`config.mk`:
```
export PLATFORM = sky130hd
export DESIGN_NAME = dhm_core_echo
export DESIGN_NICKNAME = d
export VERILOG_FILES = /design/src/rtl/dhm_core_pkg.sv /design/src/rtl/dhm_core_xform.sv /design/src/rtl/dhm_core_echo.sv
export SDC_FILE = /design/constraint.sdc
export NUM_CORES = 1
export LEC_CHECK = 0
export CAP_MARGIN = 20
export CORE_UTILIZATION = 60
export CTS_CLUSTER_DIAMETER = 120
export DETAILED_ROUTE_END_ITERATION = 7
export PLACE_DENSITY_LB_ADDON = 0.2
export SKIP_CTS_REPAIR_TIMING = 1
export SLEW_MARGIN = 20
export SYNTH_ARGS = -nofsm -noshare
export SYNTH_HDL_FRONTEND = slang
export SYNTH_HIERARCHICAL = 1
export SYNTH_SLANG_ARGS = --single-unit
export TNS_END_PERCENT = 100
```
`constraint.sdc`:
```
create_clock -name clk -period 4 [get_ports clk]
set_input_delay 0.8 -clock clk [delete_from_list [all_inputs] [get_ports clk]]
set_output_delay 0.8 -clock clk [all_outputs]
set_load 0.02 [all_outputs]
```
`src/rtl/dhm_core_pkg.sv`:
```
// Shared types and defaults for the DHM core-side echo engine.
// Holds the state encoding, byte type and default packet constants.
package dhm_core_pkg;

    typedef logic [7:0] byte_t;

    typedef enum logic [1:0] {
        RX   = 2'd0,
        PROC = 2'd1,
        TX   = 2'd2
    } state_t;

    localparam int    NBYTES_DEF = 8;
    localparam byte_t KEY_DEF    = 8'hA5;

endpackage

```
`src/rtl/dhm_core_xform.sv`:
```
// Combinational packet transform: reverse byte order, XOR key and count.
// Ports: data (packet in), key, count -> result (packet out).
module dhm_core_xform
    import dhm_core_pkg::*;
#(
    parameter int NBYTES = NBYTES_DEF
) (
    input  byte_t [NBYTES-1:0] data,
    input  byte_t              key,
    input  byte_t              count,
    output byte_t [NBYTES-1:0] result
);

    always_comb begin
        result = '0;
        for (int k = 0; k < NBYTES; k++) begin
            result[k] = data[NBYTES-1-k] ^ key ^ count;
        end
    end

endmodule

```
`src/rtl/dhm_core_echo.sv`:
```
// Core-side packet engine: receives NBYTES bytes, transforms, returns them.
// Ports: clk/reset, inbound i_rdata/i_rval/o_rrdy, outbound
// o_tdata/o_tval/i_trdy, status o_busy and o_pkt_count.
module dhm_core_echo
    import dhm_core_pkg::*;
#(
    parameter int    NBYTES = NBYTES_DEF,
    parameter byte_t KEY    = KEY_DEF
) (
    input  logic       clk,
    input  logic       reset,
    input  logic [7:0] i_rdata,
    input  logic       i_rval,
    output logic       o_rrdy,
    output logic [7:0] o_tdata,
    output logic       o_tval,
    input  logic       i_trdy,
    output logic       o_busy,
    output logic [7:0] o_pkt_count
);

    localparam int             IW   = $clog2(NBYTES);
    localparam logic [IW-1:0]  LAST = IW'(NBYTES - 1);

    state_t                state;
    logic   [IW-1:0]       idx;
    logic   [IW-1:0]       idx_nxt;
    byte_t  [NBYTES-1:0]   in_q;
    byte_t  [NBYTES-1:0]   out_q;
    byte_t  [NBYTES-1:0]   xf;

    assign idx_nxt = idx + IW'(1);

    // Count uses its pre-increment value: it only advances after TX.
    dhm_core_xform #(
        .NBYTES (NBYTES)
    ) u_xform (
        .data   (in_q),
        .key    (KEY),
        .count  (o_pkt_count),
        .result (xf)
    );

    always_ff @(posedge clk) begin
        if (reset) begin
            state       <= RX;
            idx         <= '0;
            in_q        <= '0;
            out_q       <= '0;
            o_rrdy      <= 1'b1;
            o_tval      <= 1'b0;
            o_tdata     <= '0;
            o_busy      <= 1'b0;
            o_pkt_count <= '0;
        end else begin
            unique case (state)
                RX: begin
                    if (i_rval && o_rrdy) begin
                        in_q[idx] <= i_rdata;
                        o_busy    <= 1'b1;
                        if (idx == LAST) begin
                            idx    <= '0;
                            o_rrdy <= 1'b0;
                            state  <= PROC;
                        end else begin
                            idx <= idx_nxt;
                        end
                    end
                end
                PROC: begin
                    out_q   <= xf;
                    o_tval  <= 1'b1;
                    o_tdata <= xf[0];
                    state   <= TX;
                end
                TX: begin
                    if (o_tval && i_trdy) begin
                        if (idx == LAST) begin
                            idx         <= '0;
                            o_tval      <= 1'b0;
                            o_rrdy      <= 1'b1;
                            o_busy      <= 1'b0;
                            o_pkt_count <= o_pkt_count + 8'd1;
                            state       <= RX;
                        end else begin
                            idx     <= idx_nxt;
                            o_tdata <= out_q[idx_nxt];
                        end
                    end
                end
                default: begin
                    state <= RX;
                end
            endcase
        end
    end

endmodule

```
Word-level counts from Yosys, hierarchy flattened:

Index checks and enable logic that the tools add are counted.

* add/subtract/negate cells: 2
* magnitude comparators: 3
* equality and inequality tests: 8
* mux-type cells: 26
* bitwise operators: 16
* reduce and logical (&&, ||, !) cells: 14

Operators with widths (number)
* 64-bit bitwise mux: 1
* 8-bit XOR: 8
* 8-bit 2-to-1 mux: 4
* 4-bit NOT: 8
* 8-bit binary-select mux with 3-bit select: 1
* 8-bit demux with 3-bit select: 1
* 8-bit case mux with 2 select lines: 1
* 3-bit AND reduction: 4
* 2-bit inequality test (second input constant): 5
* 3-bit 2-to-1 mux: 3
* 8-bit by 1-bit adder with 8-bit output (second input constant): 1
* 3-bit by 4-bit < comparator with 1-bit output (second input constant): 2
* 2-bit 2-to-1 mux: 4
* 4-bit AND reduction: 2
* 1-bit 2-to-1 mux: 6
* 1-bit case mux with 2 select lines: 3
* 2-bit case mux with 3 select lines: 1
* 3-bit case mux with 2 select lines: 1
* 5-bit AND reduction: 1
* 2-bit nonzero test: 2
* 3-bit by 1-bit adder with 3-bit output (second input constant): 1
* 3-bit equality test (second input constant): 1
* 3-bit by 1-bit greater-or-equal comparator with 1-bit output (second input constant): 1
* 1-bit logical AND: 3
* other kinds (4): 4

* register bits: 152
* input port bits: 12
* output and inout port bits: 19
* logic and storage cells: 92

Depth between registers and ports, before layout:

* depth in word-level cells: 6
* depth in mapped cells: 7
* gate-level depth less buffers: 6

Modules after synthesis:

Netlist, hierarchy kept.

By module, submodules not included
* dhm_core_echo: times used 1, cells an instance 662, area an instance 6179.7 um2, seq. area each 3042.9 um2
* dhm_core_xform: times used 1, cells an instance 80, area an instance 1694.1 um2, seq. area each 0.0 um2

Worst setup path before layout:

OpenSTA, ideal clock, no wires.

* path kind: input -> register
* from: input port i_rval
* to: register in_q[16] in the netlist's numbering
* setup time: 0.128 ns
* data arrival time: 1.795 ns
* required time: 3.872 ns
* path slack: 2.077 ns
* stages: 5
* path buffers: 1
* cell sequence: nand4bb_2 nor4b_1 buf_2 mux2i_1 nor2_1

* word-level cells in the longest chain between the ends: 2

RTL lines
* start, declared: line dhm_core_echo.sv:13 `input logic i_rval,`
* 1-bit logical AND: line dhm_core_echo.sv:58 `if (i_rval && o_rrdy) begin`
* 2-bit AND reduction (no line)
* end signal, assigned by index: line dhm_core_echo.sv:59 `in_q[idx] <= i_rdata;`
* end, declared: line dhm_core_echo.sv:28 `byte_t [NBYTES-1:0] in_q;`

Every way passes these cells.
A chain may end at the register's enable or synchronous reset.

Worst setup path in the final report:

* from: register o_pkt_count[4]
* to: output port o_pkt_count[4]

RTL lines
* start, declared: line dhm_core_echo.sv:19 `output logic [7:0] o_pkt_count`
* start signal, assigned: line dhm_core_echo.sv:83 `o_pkt_count <= o_pkt_count + 8'd1;`

No word-level cell between the ends.

==> results.yml <==
logic_synthesis:
  synth_compound_area_share_pct: 6.45
  synth_top_family_by_area: "XOR/XNOR gates"
  synth_largest_area_cell: "dfxtp_1"
  ys_async_sr_fraction_pct: 0
  synth_area_um2: 7870
  yosysUniqueCellTypes: 35
  synthTopCellsByArea: "dfxtp_1 39%, xor3_1 19%, mux2i_1 9.4%"
  yosysMostFrequentCell: "dfxtp_1"
  avgSynthCellArea_um2: 10.6
  yosys_warnings: 6
  synthSimpleGateAreaFrac_pct: 13.7
  synth_top_area_share_pct: 38.6
  synth_edf_count: 0
  synthMuxAreaShare_pct: 14.7
  synth_commonest_cells: "152 x dfxtp_1, 142 x nand2_1, 86 x nor2_1"
  seq_area_frac_synth_pct: 38.6
  synth_fa_ha_area_share_pct: 0.477
  synth_xor_area_share_pct: 20.1
  synthesis.instances: 742
  synth_seq_cells: 152
  synthFlopType: "dfxtp_1"
routing:
  drtIter0Drc: 471
  vias: 5249
  first_pass_iters: 6
  drc: 0
  routed_wl_um: 16700
  wl_per_cell_um: 18.2
  routed_via_density: 5.70
  antenna_left: 0
placement:
  place.port_buffers: 30
  gp_congestion: 0.788
  dp_hpwl_um: 10600
  place_ws_ns: 1.02
floorplan:
  dieArea_um2: 13600
  die_w_um: 117
  die_y_um: 117
  rows: 41
  core_um2: 12700
  io_pins: 31
  start_util_pct: 61.9
layout:
  antenna_cells: 0
  seq_area_um2: 3040
  fin_nets: 752
  multi_input_area_um2: 4410
  fill_cells: 1016
  area_growth_pct: 9.47
  drive_gt1_share_pct: 6.28
clocking:
  htreeDepth: 4
  clkTransAtPathRegs_ns: 0.06
  cts-root-buf: "clkbuf_16"
  cts_tree: "done"
  cts_made_buffers: 17
  cts_max_path_buffers: 2
  numClockSinks: 152
  clk_latency_ns: 0.43
global_route:
  grt-busiest-layer: "met2"
  grt_pass1_vias: 5084
  grt_usage_pct: 26.5
  antenna_found_initial: 0
  grt-ovfl-total: 0
  grt_pass1_wl_um: 26400
  grt_max_degree: 94
  met1_usage_pct: 34.4
  use_met2_pct: 43.8
  groute.layer.met3.usage_pct: 4.57
worst_setup_path:
  cp_data_required_time_ns: 3.20
  critPathBufInv: 1
  cp_slowest_cell: "clkdlybuf4s50_1"
  cp_top_family: "buffers and inverters"
  worstSetupStartpoint: "o_pkt_count[4]"
  r2r_start: "idx[1]"
  crit_type: "reg2out"
  slowest_delay_ns: 0.73
  cp_cell_sequence: "clkdlybuf4s50_1"
  end_kind: "output port"
  cp_max_fo: 13
  cp-start-kind: "flip-flop"
  critPathArrivalTime_ns: 1.87
sta:
  maxSlewViolCount: 0
  fin_crit_sh_pct: 66.7
  worstMarginPinSlew_ns: 0.984
  worst_slack_ns: 1.33
  fin_tns_setup_ns: 0
  skew_ns: 0.0140
  fin_crit_ns: 2.67
  rsz0062_at_grt: "false"
  finalHoldViolCount: 0
  setup_violations: 0
  maxSlewHeadroom_pct: 34.4
  max_freq_mhz: 375
pwr:
  p_total_w: 0.00327
  power_density_nw_per_um2: 380
  leakagePower_nw: 3.63
  irDropWorstVdd_v: 0.000285
job:
  maxCapViolations: 0
run_status:
  status: "complete, no violations"
worst_hold_path:
  min-delay-start: "out_q[20]"
  hp-class: "reg2reg"
[worst paths after layout]
check / to / slack, ns / cells past startpoint
hold reg to reg: out_q[20] / 0.45 / 2
hold / removal: out_q[20] / 0.45 / 2
setup reg to reg: o_tdata[2] / 1.70 / 7
setup / recovery: o_pkt_count[4] / 1.33 / 1
[area by class of cell]
type                       count  area share (%)
multi-input combinational    521            51.2
sequential                   152            35.3
clock buffer                  28            5.76
timing repair buffer          42            4.65
tap                          172            2.50
clock inverter                 3           0.465
inverter                       3           0.131
[state kept, by name, summed over array words and instances, names as in the netlist]
| register | cells |
|---|---|
| idx | 3 |
| in_q | 64 |
| o_busy | 1 |
| o_pkt_count | 8 |
| o_rrdy | 1 |
| o_tdata | 8 |
| o_tval | 1 |
| out_q | 64 |
| state | 2 |
[kinds of logic (layout without fill, tap and decap cells)]
family,after synthesis,in the layout
compound gates,92,92
fa+ha+maj,3,3
buf+inv,75,76
other cells,2,8
flops,152,152
simple gates,257,257
xor+xnor,71,71
mux,90,90
[cells in the final DEF (no fill, tap or decap), types with 2 or more instances in the layout]
cell,synthesis,layout
xnor2_1,7,7
nor4_1,4,4
conb_1,2,8
o21ai_0,3,3
dfxtp_1,152,152
a21oi_1,78,78
mux4_2,2,2
nand4b_1,2,2
a211o_1,9,9
clkinv_2,0,2
nand4_1,2,2
buf_4,4,12
ha_1,3,3
xor3_1,64,64
clkbuf_8,0,3
clkbuf_16,0,17
nand3_1,6,6
nor4b_2,0,2
nand2_1,142,142
inv_1,3,3
nor3_1,3,3
clkdlybuf4s50_1,0,29
nand2b_1,3,2
mux4_1,14,14
mux2i_1,74,74
nor2_1,86,86
clkbuf_1,27,8
[layer usage]
layer / vias up / routed length [um]
met5: - / 0
met4: 0 / 346
met3: 24 / 795
met2: 146 / 8040
met1: 2577 / 7550
li1: 2502 / -
[where the power goes]
| part | switching [W] | internal (W) | total, W |
|---|---|---|---|
| logic | 0.000127 | 0.000127 | 0.000254 |
| registers | 0.0000128 | 0.00153 | 0.00154 |
| clock network | 0.000579 | 0.000900 | 0.00148 |
[metrics by stage]
| step | util (%) | hold WS (ns) | instance area (um2) | instances |
|---|---|---|---|---|
| final | 67.8 | 0.452 | 8620 | 921 |
| after global routing | 67.8 | 0.468 | 8620 | 921 |
| after global placement | 63.5 | 0.439 | 8080 | 890 |
| after CTS | 67.8 | 0.455 | 8620 | 921 |
| after detailed placement | 63.5 | 0.448 | 8080 | 890 |
| after floorplan | - | 0.432 | 7900 | 748 |
[worst register-to-register path: stages, from the launching register on]
cell and delay (ns):
dfxtp_1 0.57, ha_1 0.23, ha_1 0.20, inv_1 0.10
a41oi_2 0.57, buf_4 0.30, a211o_1 0.12, a21oi_1 0.05
Note: power is estimated with default switching activity, not from simulation.
